## src/rtl/timer_compare_unit_if.sv

```systemverilog
// CPU register bus for timer_compare_unit.
// master drives strobes and addresses, slave returns read data.
interface timer_compare_unit_if #(
  parameter int WIDTH = 24
);
  logic             wr_en;
  logic [1:0]       wr_addr;
  logic [WIDTH-1:0] wr_data;
  logic             rd_en;
  logic [1:0]       rd_addr;
  logic [WIDTH-1:0] rd_data;

  modport master (
    output wr_en, wr_addr, wr_data,
    output rd_en, rd_addr,
    input  rd_data
  );

  modport slave (
    input  wr_en, wr_addr, wr_data,
    input  rd_en, rd_addr,
    output rd_data
  );
endinterface

```

## src/rtl/timer_compare_unit.sv

```systemverilog
// Compare/interrupt stage downstream of the free-running counter.
// On match: sticky pending, capture count, one-cycle restart pulse.
module timer_compare_unit #(
  parameter int WIDTH = 24
) (
  input  logic                 clk,
  input  logic                 rst,
  input  logic [WIDTH-1:0]     count,
  timer_compare_unit_if.slave  bus,
  output logic                 cnt_restart,
  output logic                 match,
  output logic                 irq
);

  typedef enum logic [1:0] {
    S_IDLE,
    S_ARMED,
    S_MATCHED,
    S_DONE
  } state_t;

  state_t           r_state;
  state_t           w_state_nxt;
  logic [2:0]       r_ctrl;
  logic [WIDTH-1:0] r_cmp;
  logic             r_pending;
  logic             r_done;
  logic [WIDTH-1:0] r_capture;
  logic [WIDTH-1:0] r_rd_data;
  logic             r_restart;
  logic             r_match;
  logic             r_eq_q;

  logic             w_eq;
  logic             w_hit;
  logic             w_arm;
  logic             w_match_ev;
  logic             w_wr_ctrl;
  logic             w_wr_cmp;
  logic             w_clr;
  logic [2:0]       w_ctrl_nxt;
  logic [WIDTH-1:0] w_rd_mux;

  assign w_eq  = (count == r_cmp);
  assign w_hit = w_eq & ~r_eq_q;

  assign w_wr_ctrl = bus.wr_en & (bus.wr_addr == 2'd0);
  assign w_wr_cmp  = bus.wr_en & (bus.wr_addr == 2'd1);
  assign w_clr     = bus.wr_en & (bus.wr_addr == 2'd2)
                   & bus.wr_data[0];

  assign w_ctrl_nxt = w_wr_ctrl ? bus.wr_data[2:0] : r_ctrl;

  always_comb begin
    w_state_nxt = r_state;
    w_arm       = 1'b0;
    w_match_ev  = 1'b0;
    case (r_state)
      S_IDLE: begin
        if (r_ctrl[0]) begin
          w_state_nxt = S_ARMED;
          w_arm       = 1'b1;
        end
      end
      S_ARMED: begin
        if (w_hit) begin
          w_state_nxt = S_MATCHED;
          w_match_ev  = 1'b1;
        end else if (!r_ctrl[0]) begin
          w_state_nxt = S_IDLE;
        end
      end
      // a disable landing on this edge wins over re-arm
      S_MATCHED: begin
        if (!w_ctrl_nxt[0])
          w_state_nxt = S_IDLE;
        else if (w_ctrl_nxt[1])
          w_state_nxt = S_ARMED;
        else
          w_state_nxt = S_DONE;
      end
      S_DONE: begin
        if (!r_ctrl[0]) begin
          w_state_nxt = S_IDLE;
        end else if (r_ctrl[1]) begin
          w_state_nxt = S_ARMED;
          w_arm       = 1'b1;
        end
      end
      default: w_state_nxt = S_IDLE;
    endcase
  end

  always_comb begin
    w_rd_mux = '0;
    case (bus.rd_addr)
      2'd0:    w_rd_mux[2:0] = r_ctrl;
      2'd1:    w_rd_mux      = r_cmp;
      2'd2:    w_rd_mux[1:0] = {r_done, r_pending};
      default: w_rd_mux      = r_capture;
    endcase
  end

  always_ff @(posedge clk or negedge rst) begin
    if (!rst) begin
      r_state <= S_IDLE;
      r_eq_q  <= 1'b0;
    end else begin
      r_state <= w_state_nxt;
      r_eq_q  <= w_arm ? 1'b0 : w_eq;
    end
  end

  always_ff @(posedge clk or negedge rst) begin
    if (!rst) begin
      r_ctrl <= '0;
      r_cmp  <= '0;
    end else begin
      if (w_wr_ctrl) r_ctrl <= bus.wr_data[2:0];
      if (w_wr_cmp)  r_cmp  <= bus.wr_data;
    end
  end

  always_ff @(posedge clk or negedge rst) begin
    if (!rst) begin
      r_pending <= 1'b0;
      r_done    <= 1'b0;
      r_capture <= '0;
      r_restart <= 1'b0;
      r_match   <= 1'b0;
    end else begin
      r_restart <= w_match_ev;
      r_match   <= w_match_ev;
      if (w_match_ev) begin
        r_pending <= 1'b1;
        r_capture <= count;
      end else if (w_clr) begin
        r_pending <= 1'b0;
      end
      if (w_arm)
        r_done <= 1'b0;
      else if (w_state_nxt == S_DONE)
        r_done <= 1'b1;
    end
  end

  always_ff @(posedge clk or negedge rst) begin
    if (!rst)
      r_rd_data <= '0;
    else if (bus.rd_en)
      r_rd_data <= w_rd_mux;
  end

  assign bus.rd_data = r_rd_data;
  assign cnt_restart = r_restart;
  assign match       = r_match;
  assign irq         = r_pending & r_ctrl[2];

endmodule
```

## src/flat_wrapper.sv

```systemverilog
// flat-port wrapper written by rule: the top's interface ports become plain ports
module timer_compare_unit_flat 
#(
  parameter int WIDTH = 24
)
  (clk, rst, count, cnt_restart, match, irq, bus_wr_en, bus_wr_addr, bus_wr_data, bus_rd_en, bus_rd_addr, bus_rd_data);
  timer_compare_unit_if #(.WIDTH(WIDTH)) bus_i ();
  input  logic clk;
  input  logic rst;
  input  logic [WIDTH-1:0] count;
  output logic cnt_restart;
  output logic match;
  output logic irq;
  input wire logic [$bits(bus_i.wr_en)-1:0] bus_wr_en;
  input wire logic [$bits(bus_i.wr_addr)-1:0] bus_wr_addr;
  input wire logic [$bits(bus_i.wr_data)-1:0] bus_wr_data;
  input wire logic [$bits(bus_i.rd_en)-1:0] bus_rd_en;
  input wire logic [$bits(bus_i.rd_addr)-1:0] bus_rd_addr;
  output wire logic [$bits(bus_i.rd_data)-1:0] bus_rd_data;
  assign bus_i.wr_en = bus_wr_en;
  assign bus_i.wr_addr = bus_wr_addr;
  assign bus_i.wr_data = bus_wr_data;
  assign bus_i.rd_en = bus_rd_en;
  assign bus_i.rd_addr = bus_rd_addr;
  assign bus_rd_data = bus_i.rd_data;
  timer_compare_unit #(.WIDTH(WIDTH)) u_core (.clk(clk), .rst(rst), .count(count), .bus(bus_i), .cnt_restart(cnt_restart), .match(match), .irq(irq));
endmodule
```

## config.mk

```make
export PLATFORM = sky130hd
export DESIGN_NAME = timer_compare_unit_flat
export DESIGN_NICKNAME = d
export VERILOG_FILES = /design/src/rtl/timer_compare_unit_if.sv /design/src/rtl/timer_compare_unit.sv /design/src/flat_wrapper.sv
export SDC_FILE = /design/constraint.sdc
export NUM_CORES = 1
export LEC_CHECK = 0
export ABC_AREA = 1
export BUFFER_PORTS_ARGS = -buffer_cell sky130_fd_sc_hd__buf_2
export CORE_MARGIN = 10
export CORE_UTILIZATION = 40
export DETAILED_ROUTE_END_ITERATION = 8
export PLACE_DENSITY = 0.65
export SLEW_MARGIN = 25
export SYNTH_ARGS = -nofsm -noshare
export SYNTH_HDL_FRONTEND = slang
export SYNTH_SLANG_ARGS = --single-unit
```

## constraint.sdc

```tcl
create_clock -name clk -period 2.8 [get_ports clk]
set_input_delay 0.14 -clock clk [delete_from_list [all_inputs] [get_ports clk]]
set_output_delay 0.14 -clock clk [all_outputs]
set_load 0.005 [all_outputs]
```

==> impl_metrics.py <==
metrics = {
    "yosys": {
        "synth-edff-count": 0,
        "synth_top_family_by_area": "simple AND/OR/NAND/NOR gates",
        "synth_compound_area_frac": 0.0811,
        "synthTopCellsByCount": "nand2_1 (160), dfrtp_1 (81), nor2_1 (43)",
        "ys_types": 23,
        "synth_most_common_cell": "nand2_1",
        "netlist_area_mm2": 0.00373,
        "yosys.area.top_type": "dfrtp_1",
        "synthTopCellsByArea": "dfrtp_1 (54%), nand2_1 (16%), mux2_2 (4.5%)",
        "syn_area_per_cell_um2": 8.66,
        "ys_ff_latch": 81,
        "synth-simple-area-share": 0.220,
        "ys.flop_type": "dfrtp_1",
        "synth.area.mux_share": 0.0452,
        "yosys_warnings": 0,
        "synth_seq_area_share": 0.543,
        "synthXorXnorAreaFrac": 0.0422,
        "synth_fa_ha_area_frac": 0.0168,
        "synth_nets": 492,
        "ys_async_sr_fraction": 1.00,
        "netlist_instances": 431,
        "synth_top_area_frac": 0.543,
    },
    "place": {
        "dpl.hpwl_um": 6580,
        "io_buffers": 82,
        "place_area_mm2": 0.00423,
        "place_congestion": 0.833,
    },
    "floorplan": {
        "core_mm2": 0.00915,
        "ios": 83,
        "rows": 35,
        "start_util": 0.408,
        "die_area_mm2": 0.0136,
        "die_width_um": 117,
        "die_height_um": 117,
    },
    "clock_tree": {
        "h-tree-depth": 3,
        "clk_latency_ps": 360,
        "post_cts_buffers": 0,
        "clk_pin_slew_worst_paths_ps": 90,
        "ctsLongestPathBuffers": 2,
        "tritoncts": "built",
        "cts.root.buffer_cell": "clkbuf_8",
        "clock_sinks": 81,
        "cts_buffers": 9,
    },
    "worst_setup_path": {
        "crit_family": "buffers and inverters",
        "critPathArrivalTime_ps": 2380,
        "worstSetupPathType": "in -> reg",
        "critPathRequiredTime_ps": 3080,
        "start_kind": "primary input",
        "path_cells": "dlygate4sd3_1, buf_2, xnor2_1, nand2_1, nor2_1, nand2_1, nor2_2, nand4_2, inv_2, nand2_1, nand2_1",
        "crit_slowest_cell": "dlygate4sd3_1",
        "slowest_delay_ps": 540,
        "critical_path_peak_fanout": 19,
        "crit_top_cell": "nand2_1",
        "critPathBufInv": 3,
        "end_kind": "register",
    },
    "layout": {
        "final_nets": 583,
        "layout-drive-gt1-share": 0.239,
        "area_growth_syn_to_layout_pct": 21.6,
        "design_area_mm2": 0.00454,
        "fin_util": 0.496,
        "fillers": 892,
    },
    "timing": {
        "fin_skew_ps": 17.1,
        "setup-tns-final_ps": 0,
        "max_freq_mhz": 478,
        "worst_pin_slew_ps": 767,
        "slew_headroom": 0.489,
        "rsz0062_at_grt": "false",
        "setup_viol": 0,
        "min_period_ps": 2090,
        "post-route-period-util": 0.747,
        "hold_viol_final": 0,
        "drv_slew": 0,
    },
    "routing": {
        "dr.pass1.iters": 4,
        "drtIter0Drc": 95,
        "drc_errors": 0,
        "via_per_inst": 4.77,
        "ant_nets": 0,
        "vias": 3047,
        "routedWlPerCell_um": 14.4,
        "routed_wl_um": 9180,
    },
    "global_route": {
        "grt_pass1_vias": 3194,
        "grt_start_max_net_pins": 82,
        "overflow": 0,
        "track_usage": 0.142,
        "antenna_found_initial": 0,
        "grt_pass1_wl_um": 15200,
    },
    "power": {
        "vdd_drop_max_v": 0.000244,
        "power_density_mw_per_mm2": 577,
        "leakage_nw": 2.30,
    },
    "hold_path": {
        "min_path_type": "in -> reg",
    },
    "run_status": {
        "status": "completed",
    },
    "run": {
        "drv_cap": 0,
    },
}
flip-flops by register name, summed over array words and instances (netlist names):
name / flops
u_core.bus.rd_data: 24
u_core.r_state: 2
u_core.r_done: 1
u_core.cnt_restart: 1
u_core.r_pending: 1
u_core.r_capture: 24
u_core.r_eq_q: 1
u_core.r_cmp: 24
u_core.r_ctrl: 3
path summary, 6_finish.rpt:
check	from	to	slack [ps]	cells after the start
worst min register to register	u_core.r_capture[7]	u_core.r_capture[7]	490	2
worst max register to register	u_core.r_cmp[15]	u_core.r_capture[1]	720	9
min in group asynchronous	rst	u_core.r_cmp[13]	380	2
worst min-delay path	bus_wr_data[3]	u_core.r_cmp[3]	10	2
max in group asynchronous	rst	u_core.r_cmp[1]	1910	2
worst max-delay path	count[15]	u_core.r_capture[1]	710	11
power breakdown:
part	total (mW)	internal, mW	leakage [nW]	switching (mW)
Combinational	0.453	0.215	1.19	0.238
Sequential	1.38	1.28	1.03	0.0993
Clock	0.785	0.328	0.0822	0.457
layout by cell type (no fill, tap or decap), drive strengths merged, types with 3 or more instances in the layout:
cell type,netlist,routed
clkbuf,12,9
a21oi,10,10
clkinvlp,0,3
xor2,8,8
nand2,160,160
inv,29,31
nor2,45,45
ha,5,5
xnor2,10,10
buf,6,85
a31oi,23,23
mux2,15,15
o21ai,16,16
nand3,5,5
dfrtp,81,81
dlygate4sd3,0,13
logic make-up after synthesis:
group / Yosys count
AND/OR/NAND/NOR: 213
flip-flops: 81
AO/OA/AOI/OAI: 52
buffers and inverters: 47
XOR/XNOR: 18
multiplexers: 15
adder cells (fa/ha/maj): 5
metal layers:
metal | wire length [µm] | track usage
met1 | 3960 | 0.171
met5 | 0 | 0
met3 | 613 | 0.0452
met4 | 138 | 0.0585
met2 | 4470 | 0.230
final cells by class:
cell class | instances | area [µm²] | area share
antenna | 1 | 2.50 | 0.000551
clock inverter | 7 | 53.8 | 0.0118
clock buffer | 9 | 124 | 0.0273
multi-input combinational | 303 | 1520 | 0.334
tap | 111 | 139 | 0.0306
sequential | 81 | 2030 | 0.446
inverter | 29 | 109 | 0.0240
timing repair buffer | 98 | 569 | 0.125
stage by stage:
step	power, mW	cells	hold slack [ps]	setup slack [ps]
2_1_floorplan	1.66	431	-156	1370
3_3_place_gp	1.83	609	366	790
3_5_place_dp	1.85	609	378	724
4_1_cts	2.65	638	0.473	687
5_1_grt	2.79	638	3.10	454
6_report	2.62	639	12.2	708
what timing repair did:
item | 4_1_cts | 5_1_grt
hold endpoints to repair | 39 | 0
resized for setup | 0 | 0
hold buffers | 13 | 0
Note: power is estimated with default switching activity, not from simulation.
